`config.mk`:
```
export PLATFORM = sky130hd
export DESIGN_NAME = radix2_butterfly
export DESIGN_NICKNAME = d
export VERILOG_FILES = /design/src/rtl/radix2_butterfly.sv
export SDC_FILE = /design/constraint.sdc
export NUM_CORES = 2
export LEC_CHECK = 0
export ABC_CLOCK_PERIOD_IN_PS = 8300
export CAP_MARGIN = 10
export CORE_MARGIN = 5
export CORE_UTILIZATION = 66
export DETAILED_ROUTE_END_ITERATION = 7
export GPL_ROUTABILITY_DRIVEN = 1
export PLACE_DENSITY = 0.84
export SYNTH_ARGS = -nofsm -noshare
export SYNTH_HDL_FRONTEND = slang
export SYNTH_SLANG_ARGS = --single-unit
export TNS_END_PERCENT = 5
```
`constraint.sdc`:
```
create_clock -name clk -period 8.3 [get_ports clk]
set_clock_uncertainty 0.2 [all_clocks]
set_input_delay 1.66 -clock clk [delete_from_list [all_inputs] [get_ports clk]]
set_output_delay 1.66 -clock clk [all_outputs]
set_load 0.03 [all_outputs]
```
`src/rtl/radix2_butterfly.sv`:
```
// Radix-2 DIT butterfly: pairs consecutive valid samples (a, b), multiplies b by the
// Q2.12 twiddle and emits X0 = a + bW then X1 = a - bW on consecutive cycles.
module radix2_butterfly #(
    parameter int bit_width = 29,
    parameter int N         = 16,
    parameter int SIZE      = 4
) (
    input  logic                        clk,
    input  logic                        rst_n,
    input  logic                        en_radix,
    input  logic signed [bit_width-1:0] Re_i,
    input  logic signed [bit_width-1:0] Im_i,
    input  logic signed [13:0]          cos_data,
    input  logic signed [13:0]          sin_data,
    output logic signed [bit_width+1:0] Re_o,
    output logic signed [bit_width+1:0] Im_o,
    output logic                        en_o,
    output logic                        sel_o,
    output logic                        done_o
);

    localparam int PW     = bit_width + 14;
    localparam int STAGES = 2;
    localparam logic [SIZE-2:0] LAST = (SIZE-1)'(N/2 - 1);

    logic                        ph;
    logic [STAGES:0]             vld_pipe;
    logic [SIZE-2:0]             cnt;

    logic signed [bit_width-1:0] a_re, a_im, b_re, b_im, a_re_d, a_im_d;
    logic signed [13:0]          w_c, w_s;
    logic signed [bit_width:0]   t_re, t_im;
    logic signed [bit_width+1:0] x0_re, x0_im, x1_re, x1_im;

    logic signed [PW-1:0]        p_rc, p_is, p_rs, p_ic;
    logic signed [PW:0]          pr, pi;

    always_comb begin
        p_rc  = PW'(b_re) * PW'(w_c);
        p_is  = PW'(b_im) * PW'(w_s);
        p_rs  = PW'(b_re) * PW'(w_s);
        p_ic  = PW'(b_im) * PW'(w_c);
        pr    = (PW+1)'(p_rc) - (PW+1)'(p_is);
        pi    = (PW+1)'(p_rs) + (PW+1)'(p_ic);
        x0_re = (bit_width+2)'(a_re_d) + (bit_width+2)'(t_re);
        x0_im = (bit_width+2)'(a_im_d) + (bit_width+2)'(t_im);
    end

    // Datapath registers carry no reset; the valid pipe decides what is meaningful.
    always_ff @(posedge clk) begin
        if (en_radix && !ph) begin
            a_re <= Re_i;
            a_im <= Im_i;
        end
        if (en_radix && ph) begin
            b_re <= Re_i;
            b_im <= Im_i;
            w_c  <= cos_data;
            w_s  <= sin_data;
        end
        if (vld_pipe[0]) begin
            t_re   <= (bit_width+1)'(pr >>> 12);
            t_im   <= (bit_width+1)'(pi >>> 12);
            a_re_d <= a_re;
            a_im_d <= a_im;
        end
        if (vld_pipe[1]) begin
            x1_re <= (bit_width+2)'(a_re_d) - (bit_width+2)'(t_re);
            x1_im <= (bit_width+2)'(a_im_d) - (bit_width+2)'(t_im);
        end
    end

    // Launches are at least two cycles apart, so X0 and X1 slots never collide.
    always_ff @(posedge clk) begin
        if (!rst_n) begin
            ph       <= 1'b0;
            vld_pipe <= '0;
            cnt      <= '0;
            Re_o     <= '0;
            Im_o     <= '0;
            en_o     <= 1'b0;
            sel_o    <= 1'b0;
            done_o   <= 1'b0;
        end else begin
            if (en_radix)
                ph <= ~ph;
            vld_pipe <= {vld_pipe[STAGES-1:0], en_radix & ph};
            en_o     <= 1'b0;
            sel_o    <= 1'b0;
            done_o   <= 1'b0;
            if (vld_pipe[1]) begin
                Re_o <= x0_re;
                Im_o <= x0_im;
                en_o <= 1'b1;
            end else if (vld_pipe[2]) begin
                Re_o   <= x1_re;
                Im_o   <= x1_im;
                en_o   <= 1'b1;
                sel_o  <= 1'b1;
                done_o <= (cnt == LAST);
                cnt    <= cnt + 1'b1;
            end
        end
    end

endmodule

```
==> implementation parameters <==
Parameter                              Value

Detailed routing
  Post-route ant nets ... 0
  Total number of vias ... 52624
  DR pass1 iterations ... 6
  Final routed DRC violation total ... 0
  Violation count after the first detailed-route iteration ... 5082
  WL per Instance ... 22.7 um
  Total routed wirelength ... 205 mm
  Average via count per standard cell ... 5.84

Place
  Number of buffer cells added on primary ports ... 153
  Place WS ... 0.154 ns
  Routability-driven placement congestion ratio ... 1.01
  DP Wirelength ... 163 mm

Outcome
  Outcome ... finished, final reports clean

Synthesis
  Synthesized-area fraction occupied by xor and xnor cells ... 2.38%
  Main area contributors after synthesis ... fa_1 45%, edfxtp_1 13%, inv_1 8.9%, ha_1 7.3%, and2_1 5.6%
  Unique masters post-synth ... 99
  Ys async rst share ... 0%
  Mapped cell area ... 0.0731 mm^2
  Share of synthesized area spent on multiplexers ... 0.539%
  Share of synthesized cell area in and, or, nand and nor gates ... 13.7%
  EDFF count, synth ... 324
  Adder-cell share of the synthesized area ... 52.1%
  FF+latch count, synth ... 396
  Largest family of logic cells by synthesized area ... adder cells
  Synth Area in Compound Gates ... 4.84%
  Total of warnings raised by yosys ... 0
  Post-Syn Instances ... 7416
  Seq/Total Area, Yosys ... 15.3%
  Synthesized area per cell ... 9.86 um^2
  Most common flop cell mapped by yosys ... edfxtp_1
  Area fraction of the dominant cell type after synthesis ... 44.9%
  Syn_nets ... 9568
  Yosys top cell by area ... fa_1

Timing
  Sum of negative setup slack ... 0 ns
  Slew margin rel. ... 26.4%
  Final setup slack of the worst path ... 0.187 ns
  Fin Hold WS ... 0.219 ns
  Endpoints failing setup ... 0
  Post-route clock period utilization ... 97.7%
  Count of endpoints failing hold in the final timing report ... 0
  Number of pins exceeding their max-slew limit in the final report ... 0
  Slew at the pin closest to its max-slew limit ... 1.10 ns
  Minimum period implied by the final worst setup slack ... 8.11 ns
  Unrepaired setup endpoints after global routing ... no
  Maximum clock frequency ... 0.123 GHz

Floorplan
  Initial Utilization ... 66.3%
  Number of top-level pins ... 154
  Height of the chip ... 343 um
  Die outline area ... 0.118 mm^2
  Core region area ... 0.110 mm^2
  Horiz. Die Dim ... 343 um
  Std cell rows ... 122

Critical path
  Cell at the slowest stage of the critical path ... edfxtp_1
  WS Path Type ... reg -> reg
  Minimum setup slack among reg-to-reg paths ... 0.19 ns
  RR Endpoint ... t_im[15]
  Data required time at the worst endpoint ... 8.50 ns
  Startpoint of the worst register-to-register path ... b_im[4]
  Critical Path Most Common Cell ... fa_1
  CP Data Arrival Time ... 8.32 ns
  Number of cells on the worst reg-to-reg path ... 26
  CP bufs+invs ... 7
  Endpoint kind of the worst setup timing path ... register
  Peak per-stage delay on the critical path ... 0.81 ns
  Startpoint kind of the worst setup timing path ... register
  Cell family with the largest share of critical-path delay ... adder cells
  Maximum fanout along the worst path ... 14

CTS
  Clock latency reported for the late side of the worst-skew pair ... 0.65 ns
  Cts bufs inserted ... 48
  Clock-pin transition on the worst setup and hold timing paths ... 0.06 ns
  Clock tree root buffer cell ... clkbuf_16
  CTS H-tree lvls ... 2
  CTS tree ... yes
  Maximum root-to-sink buffer count ... 3
  TritonCTS sink count ... 396

Min path
  End point of the worst hold path ... a_re_d[15]
  Startpoint of the worst hold path ... a_re[15]
  Hold Crit Depth ... 0
  Worst min path class ... reg -> reg

Job
  Max capacitance violation total ... 0

Layout
  Share of post-route cells with drive strength above 1 ... 5.81%
  Most common cell after layout, fill and taps aside ... inv_1
  Commonest cells after routing, fill and taps aside ... 1729 x inv_1, 1639 x fa_1, 928 x nand2_1
  Growth of design area from synthesis to finish ... 8.15%
  Count of nets after finishing ... 9628

Global routing
  Pin count of the biggest net entering global routing ... 93
  Wire length of the first global-routing pass ... 322 mm
  GRT overflow ... 0
  Total global routing track utilization ... 35.8%
  Vias in the first global route ... 57778
  Number of antenna violations at the first check in global routing ... 8
## how the worst max path moves through the flow
stage | from | to | slack [ns] | cells past startpoint
floorplan | b_re[28] | t_re[29] | 0.93 | 23
global placement | w_s[9] | t_im[15] | 0.24 | 25
detailed placement | w_s[9] | t_im[25] | 0.15 | 23
CTS | w_s[9] | t_im[25] | 0.1 | 23
global route | b_re[1] | t_im[26] | 0.004 | 24
finish | b_im[4] | t_im[15] | 0.19 | 26
## metrics by stage
step                      area [um^2]  instances  utilization (%)
after detailed placement        77000       8879             69.7
after global placement          77000       8879             69.7
final                           79100       9012             71.7
after CTS                       78600       8969             71.3
after floorplan                 73100       7416                -
after global routing            79100       9004             71.7
## flip-flops by register name, indices dropped and copies added, names as in the netlist
signal and flops:
Im_o 31, Re_o 31, x1_im 31, x1_re 31
t_im 30, t_re 30, a_im 29, a_im_d 29
a_re 29, a_re_d 29, b_im 29, b_re 29
w_c 14, w_s 14, cnt 3, vld_pipe 3
done_o 1, en_o 1, ph 1, sel_o 1
## routing by layer
metal	global-route usage, %	vias up	wire length (um)
met2	56.0	3318	93400
met1	45.6	26493	72000
met4	18.2	6	13000
met5	0.0408	-	30
met3	11.1	817	26200
li1	-	21990	-
## kinds of logic after synthesis
kind of cell / Yosys count
muxes: 38
DFF: 396
xor gates and xnor gates: 199
adders and majority gates: 2063
buffers and inverters: 2145
AOI/OAI and AO/OA: 518
and+or+nand+nor: 2057
## layout make-up
class / instances / area, um^2
Antenna cell: 8 / 20.0
Clock buffer: 52 / 1220
Clock inverter: 38 / 478
Fill cell: 7648 / 31300
Inverter: 1733 / 6500
Multi-Input combinational cell: 4875 / 53800
Sequential cell: 396 / 11200
Tap cell: 1488 / 1860
Timing Repair Buffer: 422 / 4020
## cell usage after synthesis (all sizes together) (6+ instances only)
library cell,number
a21boi,6
o31ai,8
inv,1732
nor2b,53
o21a,18
mux2i,27
ha,424
xnor2,166
and3,17
nand2,928
o21bai,26
dfxtp,72
a311oi,8
nand4,13
nand3b,6
buf,40
and2,662
nand2b,57
o22ai,6
a31oi,15
or3,15
o211ai,10
mux2,11
nor3,27
nand3,24
a21o,37
o21ai,92
nor4,8
a21oi,156
fa,1639
edfxtp,324
nor2,229
xor2,33
clkbuf,372
a211oi,87
## worst reg2reg max path, delay by kind of cell (launching register included)
family          cells  cell delay (ns)
simple gates        5             0.83
xor+xnor            1             0.07
compound gates      4             0.84
fa+ha+maj           9             4.23
flops               1             0.81
buf+inv             7             0.90
## what timing repair did
action / 4_1_cts / 5_1_grt
hold endpoints to repair: 0 / 0
endpoints found under the setup margin: 0 / 24
hold buffers: 0 / 0
gates resized for setup: 0 / 1
setup buffers: 0 / 35
Power is not shown: default switching activity piles up to over one toggle a cycle in this logic, so the estimate is an artifact.
